===== src/rtl/mem_reg_bridge.sv =====
// mem_reg_bridge: adapts a valid/ready byte-strobed core memory port onto the
// mem_reg word RAM (1-cycle registered read, word-only write). Serialises one
// request at a time, does read-modify-write for partial stores, and flags
// addresses at or beyond MEM_SIZE.
//
// Core-side handshake: the core raises mem_valid with mem_addr/mem_wdata/
// mem_wstrb stable and holds them until mem_ready. mem_ready is a single-cycle
// pulse; mem_rdata and mem_err are meaningful only while mem_ready is high.
// Inputs are sampled only in IDLE, so a response cycle never accepts.
module mem_reg_bridge #(
  parameter int MEM_SIZE   = 4096,
  parameter int ADDR_WIDTH = 32,
  parameter int DATA_WIDTH = 32
) (
  input  logic                  clk,
  input  logic                  resetn,
  input  logic                  mem_valid,
  input  logic [ADDR_WIDTH-1:0] mem_addr,
  input  logic [DATA_WIDTH-1:0] mem_wdata,
  input  logic [3:0]            mem_wstrb,
  output logic                  mem_ready,
  output logic [DATA_WIDTH-1:0] mem_rdata,
  output logic                  mem_err,
  output logic                  we_A,
  output logic [ADDR_WIDTH-1:0] addr_A,
  output logic [ADDR_WIDTH-1:0] addw_A,
  output logic [DATA_WIDTH-1:0] din_A,
  input  logic [DATA_WIDTH-1:0] dout_A,
  output logic [2:0]            dbg_state
);

  localparam logic [2:0] IDLE     = 3'd0;
  localparam logic [2:0] RD_ISSUE = 3'd1;
  localparam logic [2:0] RD_WAIT  = 3'd2;
  localparam logic [2:0] WRITE    = 3'd3;
  localparam logic [2:0] RESP     = 3'd4;

  localparam logic [ADDR_WIDTH-1:0] MEM_LIMIT = ADDR_WIDTH'(MEM_SIZE);

  logic [2:0]            state_q, state_d;
  logic [ADDR_WIDTH-1:0] addr_q,  addr_d;
  logic [DATA_WIDTH-1:0] wdata_q, wdata_d;
  logic [3:0]            wstrb_q, wstrb_d;
  logic                  err_q,   err_d;
  logic [DATA_WIDTH-1:0] rdata_q, rdata_d;

  // Next-state and datapath: latch the request in IDLE, merge RAM data into
  // unstrobed lanes in RD_WAIT so WRITE always stores a full word.
  always_comb begin
    state_d = state_q;
    addr_d  = addr_q;
    wdata_d = wdata_q;
    wstrb_d = wstrb_q;
    err_d   = err_q;
    rdata_d = rdata_q;
    case (state_q)
      IDLE: begin
        if (mem_valid) begin
          addr_d  = {mem_addr[ADDR_WIDTH-1:2], 2'b00};
          wdata_d = mem_wdata;
          wstrb_d = mem_wstrb;
          err_d   = 1'b0;
          if (mem_addr >= MEM_LIMIT) begin
            err_d   = 1'b1;
            state_d = RESP;
          end else if (mem_wstrb == 4'hF) begin
            state_d = WRITE;
          end else begin
            state_d = RD_ISSUE;
          end
        end
      end
      RD_ISSUE: state_d = RD_WAIT;
      RD_WAIT: begin
        if (wstrb_q == 4'h0) begin
          rdata_d = dout_A;
          state_d = RESP;
        end else begin
          for (int i = 0; i < 4; i++) begin
            if (!wstrb_q[i]) wdata_d[8*i +: 8] = dout_A[8*i +: 8];
          end
          state_d = WRITE;
        end
      end
      WRITE:   state_d = RESP;
      RESP:    state_d = IDLE;
      default: state_d = IDLE;
    endcase
  end

  // State and request registers; reset aborts any request in flight.
  always_ff @(posedge clk or negedge resetn) begin
    if (!resetn) begin
      state_q <= IDLE;
      addr_q  <= '0;
      wdata_q <= '0;
      wstrb_q <= '0;
      err_q   <= 1'b0;
      rdata_q <= '0;
    end else begin
      state_q <= state_d;
      addr_q  <= addr_d;
      wdata_q <= wdata_d;
      wstrb_q <= wstrb_d;
      err_q   <= err_d;
      rdata_q <= rdata_d;
    end
  end

  // Outputs are either registers or pure decodes of the current state.
  always_comb begin
    mem_ready = (state_q == RESP);
    mem_err   = (state_q == RESP) && err_q;
    mem_rdata = ((state_q == RESP) && !err_q && (wstrb_q == 4'h0)) ? rdata_q : '0;
    we_A      = (state_q == WRITE);
    addr_A    = addr_q;
    addw_A    = addr_q;
    din_A     = wdata_q;
    dbg_state = state_q;
  end

endmodule


===== config.mk =====
export PLATFORM = sky130hd
export DESIGN_NAME = mem_reg_bridge
export DESIGN_NICKNAME = d
export VERILOG_FILES = /design/src/rtl/mem_reg_bridge.sv
export SDC_FILE = /design/constraint.sdc
export NUM_CORES = 1
export LEC_CHECK = 0
export CORE_MARGIN = 1
export CORE_UTILIZATION = 44
export DETAILED_ROUTE_END_ITERATION = 16
export GPL_TIMING_DRIVEN = 0
export MAX_ROUTING_LAYER = met4
export PLACE_DENSITY = 0.86
export RECOVER_POWER = 100
export SYNTH_ARGS = -nofsm -noshare
export SYNTH_HDL_FRONTEND = slang
export SYNTH_SLANG_ARGS = --single-unit

===== constraint.sdc =====
create_clock -name clk -period 6.84 [get_ports clk]
set_clock_uncertainty 0.15 [all_clocks]
set_input_delay 2.052 -clock clk [delete_from_list [all_inputs] [get_ports clk]]
set_output_delay 2.052 -clock clk [all_outputs]
set_load 0.03 [all_outputs]

==> metrics.csv <==
metric;value;unit
yosysTopAreaCell;dfrtp_1;
maxCapViolCount;2;
worstMarginPinSlew;2200;ps
clockRootBuffer;clkbuf_8;
synth_cell_types;32;
reg2reg_slack;4240;ps
synth_area_per_cell;12.9;um^2
drc;0;
min_path_cells;1;
yosys_register_bits;102;
synth_top_area_share;51.6;%
path_cells;or4_4 > nor3b_1 > clkbuf_1 > and2_1 > dlygate4sd3_1;
synth_xor_xnor_area_share;0;%
postRouteAntennaNets;0;
finalSetupViolations;0;
start_kind;register;
mappedNetlistArea;4940;um^2
routabilityCongestion;0.825;
rsz0062_at_grt;false;
antenna_found_initial;1;
rr_endpoint;din_A[3]$_DFFE_PN0P_;
maxUsedRoutingLayer;met4;
die_h;108;um
post-route-util;70.1;%
clock_latency;370;ps
grt_pass1_vias;4049;
power.leakage;3.32;nW
hold_viol_final;0;
worstSetupStartpoint;wstrb_q[0]$_DFFE_PN0P_;
vias_per_cell;5.07;
required;4640;ps
clkTransAtPathRegs;90;ps
floorplan.initialDensity;45.4;%
internal-power;1.13;mW
dr_wl_met2;7.40;mm
power.density;218;nW/um^2
finalPower;1.66;mW
drt-wirelength-per-cell;18.4;um
synth_compound_area_share;7.01;%
pwr-share-clk;25.8;%
ys_seq_area_share;51.6;%
wl_met3;754;um
cts_setup_buffers;0;
grt_max_degree;63;
placed_cells;758;
hold_buffers;0;
synth_top_family_by_area;multiplexers;
hp-class;register to register;
drt_wl_total;14.2;mm
dp_hpwl;11.0;mm
slew_violations;105;
coreArea;10900;um^2
violations;max-capacitance violations, max-slew violations;
drive_above_1_share;22.6;%
ys_top_cells_by_area;dfrtp_1, mux2_2, mux2_4;
track_usage;25.9;%
min_period;5450;ps
whs;359;ps
die_w;108;um
netSwitchingFraction;31.8;%
outcome;complete, but fails checks;
synthAdderAreaFrac;0;%
cts_resized;0;
cts_tree;built;
cts.path.max_buffers;2;
crit_type;register to primary output;
synth-simple-area-share;7.54;%
io_pins;237;
wl_met1;5.77;mm
first_pass_iters;4;
reg2regPathDepth;5;
layout.cells.non_filler;774;
end_kind;primary output;
layout_commonest_cell;dlygate4sd3_1;
cts_buffers;9;
combPwrFrac;31.4;%
cts_max_level;3;
nets;732;
r2r_start;dbg_state[1]$_DFFE_PN0N_;
syn2layout_area_growth;54.4;%
hold_path_end;din_A[2]$_DFFE_PN0P_;
die_area;11700;um^2
path_max_fanout;10;
grt_pass1_wl;21.8;mm
synth_warnings;0;
tns;0;ps
irDropWorstVdd;0.000140;V
synth_mux_area_share;25.7;%
drtIter0Drc;131;
numPortBuffers;230;
fp-row-count;38;
critPathMaxStageDelay;750;ps
clkSinkCount;102;
overflow;0;
seqPwrFrac;42.8;%
cp.arrival;3250;ps
layout_common_cells;dlygate4sd3_1, dfrtp_1, clkdlybuf4s50_1;
max_freq;0.183;GHz
period_share;79.7;%
worst_path_max_delay_cell;dlygate4sd3_1;
switchingPower;529;uW
num_vias;3927;
slew_headroom;-46.5;%
netlist_instances;384;
worstHoldStart;din_A[2]$_DFFE_PN0P_;
## state kept, by name, indices dropped and copies added, names as in the netlist
register,flops
addr_A,30
din_A,32
rdata_q,32
wstrb_q,4
err_q,1
dbg_state,3
## synth_stat cells, drive strengths merged
cell type / n
nand3: 2
nor3b: 2
nand2b: 3
or3: 1
nor3: 2
buf: 46
dfrtp: 102
and3: 1
a31oi: 24
a22oi: 1
a22o: 1
nor2: 5
o21ai: 3
nand2: 3
nor4: 5
and2: 33
a311oi: 1
o41ai: 1
mux2i: 24
clkbuf: 12
or4: 2
nand3b: 1
mux2: 82
o221ai: 1
conb: 1
a21oi: 25
## power groups by stage
stage	sequential [mW]	combinational [mW]	clock, mW
floorplan	0.822	0.193	0
global placement	0.722	0.550	0
detailed placement	0.726	0.563	0
CTS	0.715	0.565	0.433
global route	0.720	0.552	0.457
finish	0.711	0.523	0.428
## cell families (layout without fill, tap and decap cells)
logic type / count (synthesis) / in the layout
AOI/OAI and AO/OA: 57 / 57
buffers and inverters: 58 / 304
DFF: 102 / 102
muxes: 106 / 106
other: 1 / 5
and+or+nand+nor: 60 / 60
## metrics by stage
stage               instance area (um^2)  worst slack, ps
floorplan                           4950             2770
global placement                    7430             -235
detailed placement                  7460             1960
CTS                                 7680             1540
global route                        7630             1200
finish                              7630             1390
## worst max-delay path, delay by kind of cell (launching register included)
family	cells	cell delay [ps]
flip-flops	1	440
AND/OR/NAND/NOR	3	1260
buffers and inverters	2	1190
## per-layer routing
layer,global-route usage (%),vias to the layer above
met5,-,-
met4,9.69,0
met3,4.64,23
met2,43.4,159
met1,31.0,1927
li1,-,1818
## layout make-up
| cell class | instances | area, um^2 |
|---|---|---|
| Antenna cell | 1 | 2.50 |
| Sequential cell | 102 | 2550 |
| Tap cell | 140 | 175 |
| Clock inverter | 4 | 70.1 |
| Multi-Input combinational cell | 227 | 1990 |
| Fill cell | 794 | 3260 |
| Buffer | 58 | 392 |
| Clock buffer | 11 | 151 |
| Timing Repair Buffer | 231 | 2300 |
## worst max path at each step
stage,end,slack [ps]
global placement,rdata_q[27]$_DFFE_PN0P_,-230
global route,mem_rdata[27],1200
floorplan,mem_rdata[10],2770
finish,mem_rdata[23],1390
detailed placement,mem_rdata[23],1960
CTS,mem_rdata[23],1540
No activity file was read; power rests on OpenSTA's default activity.
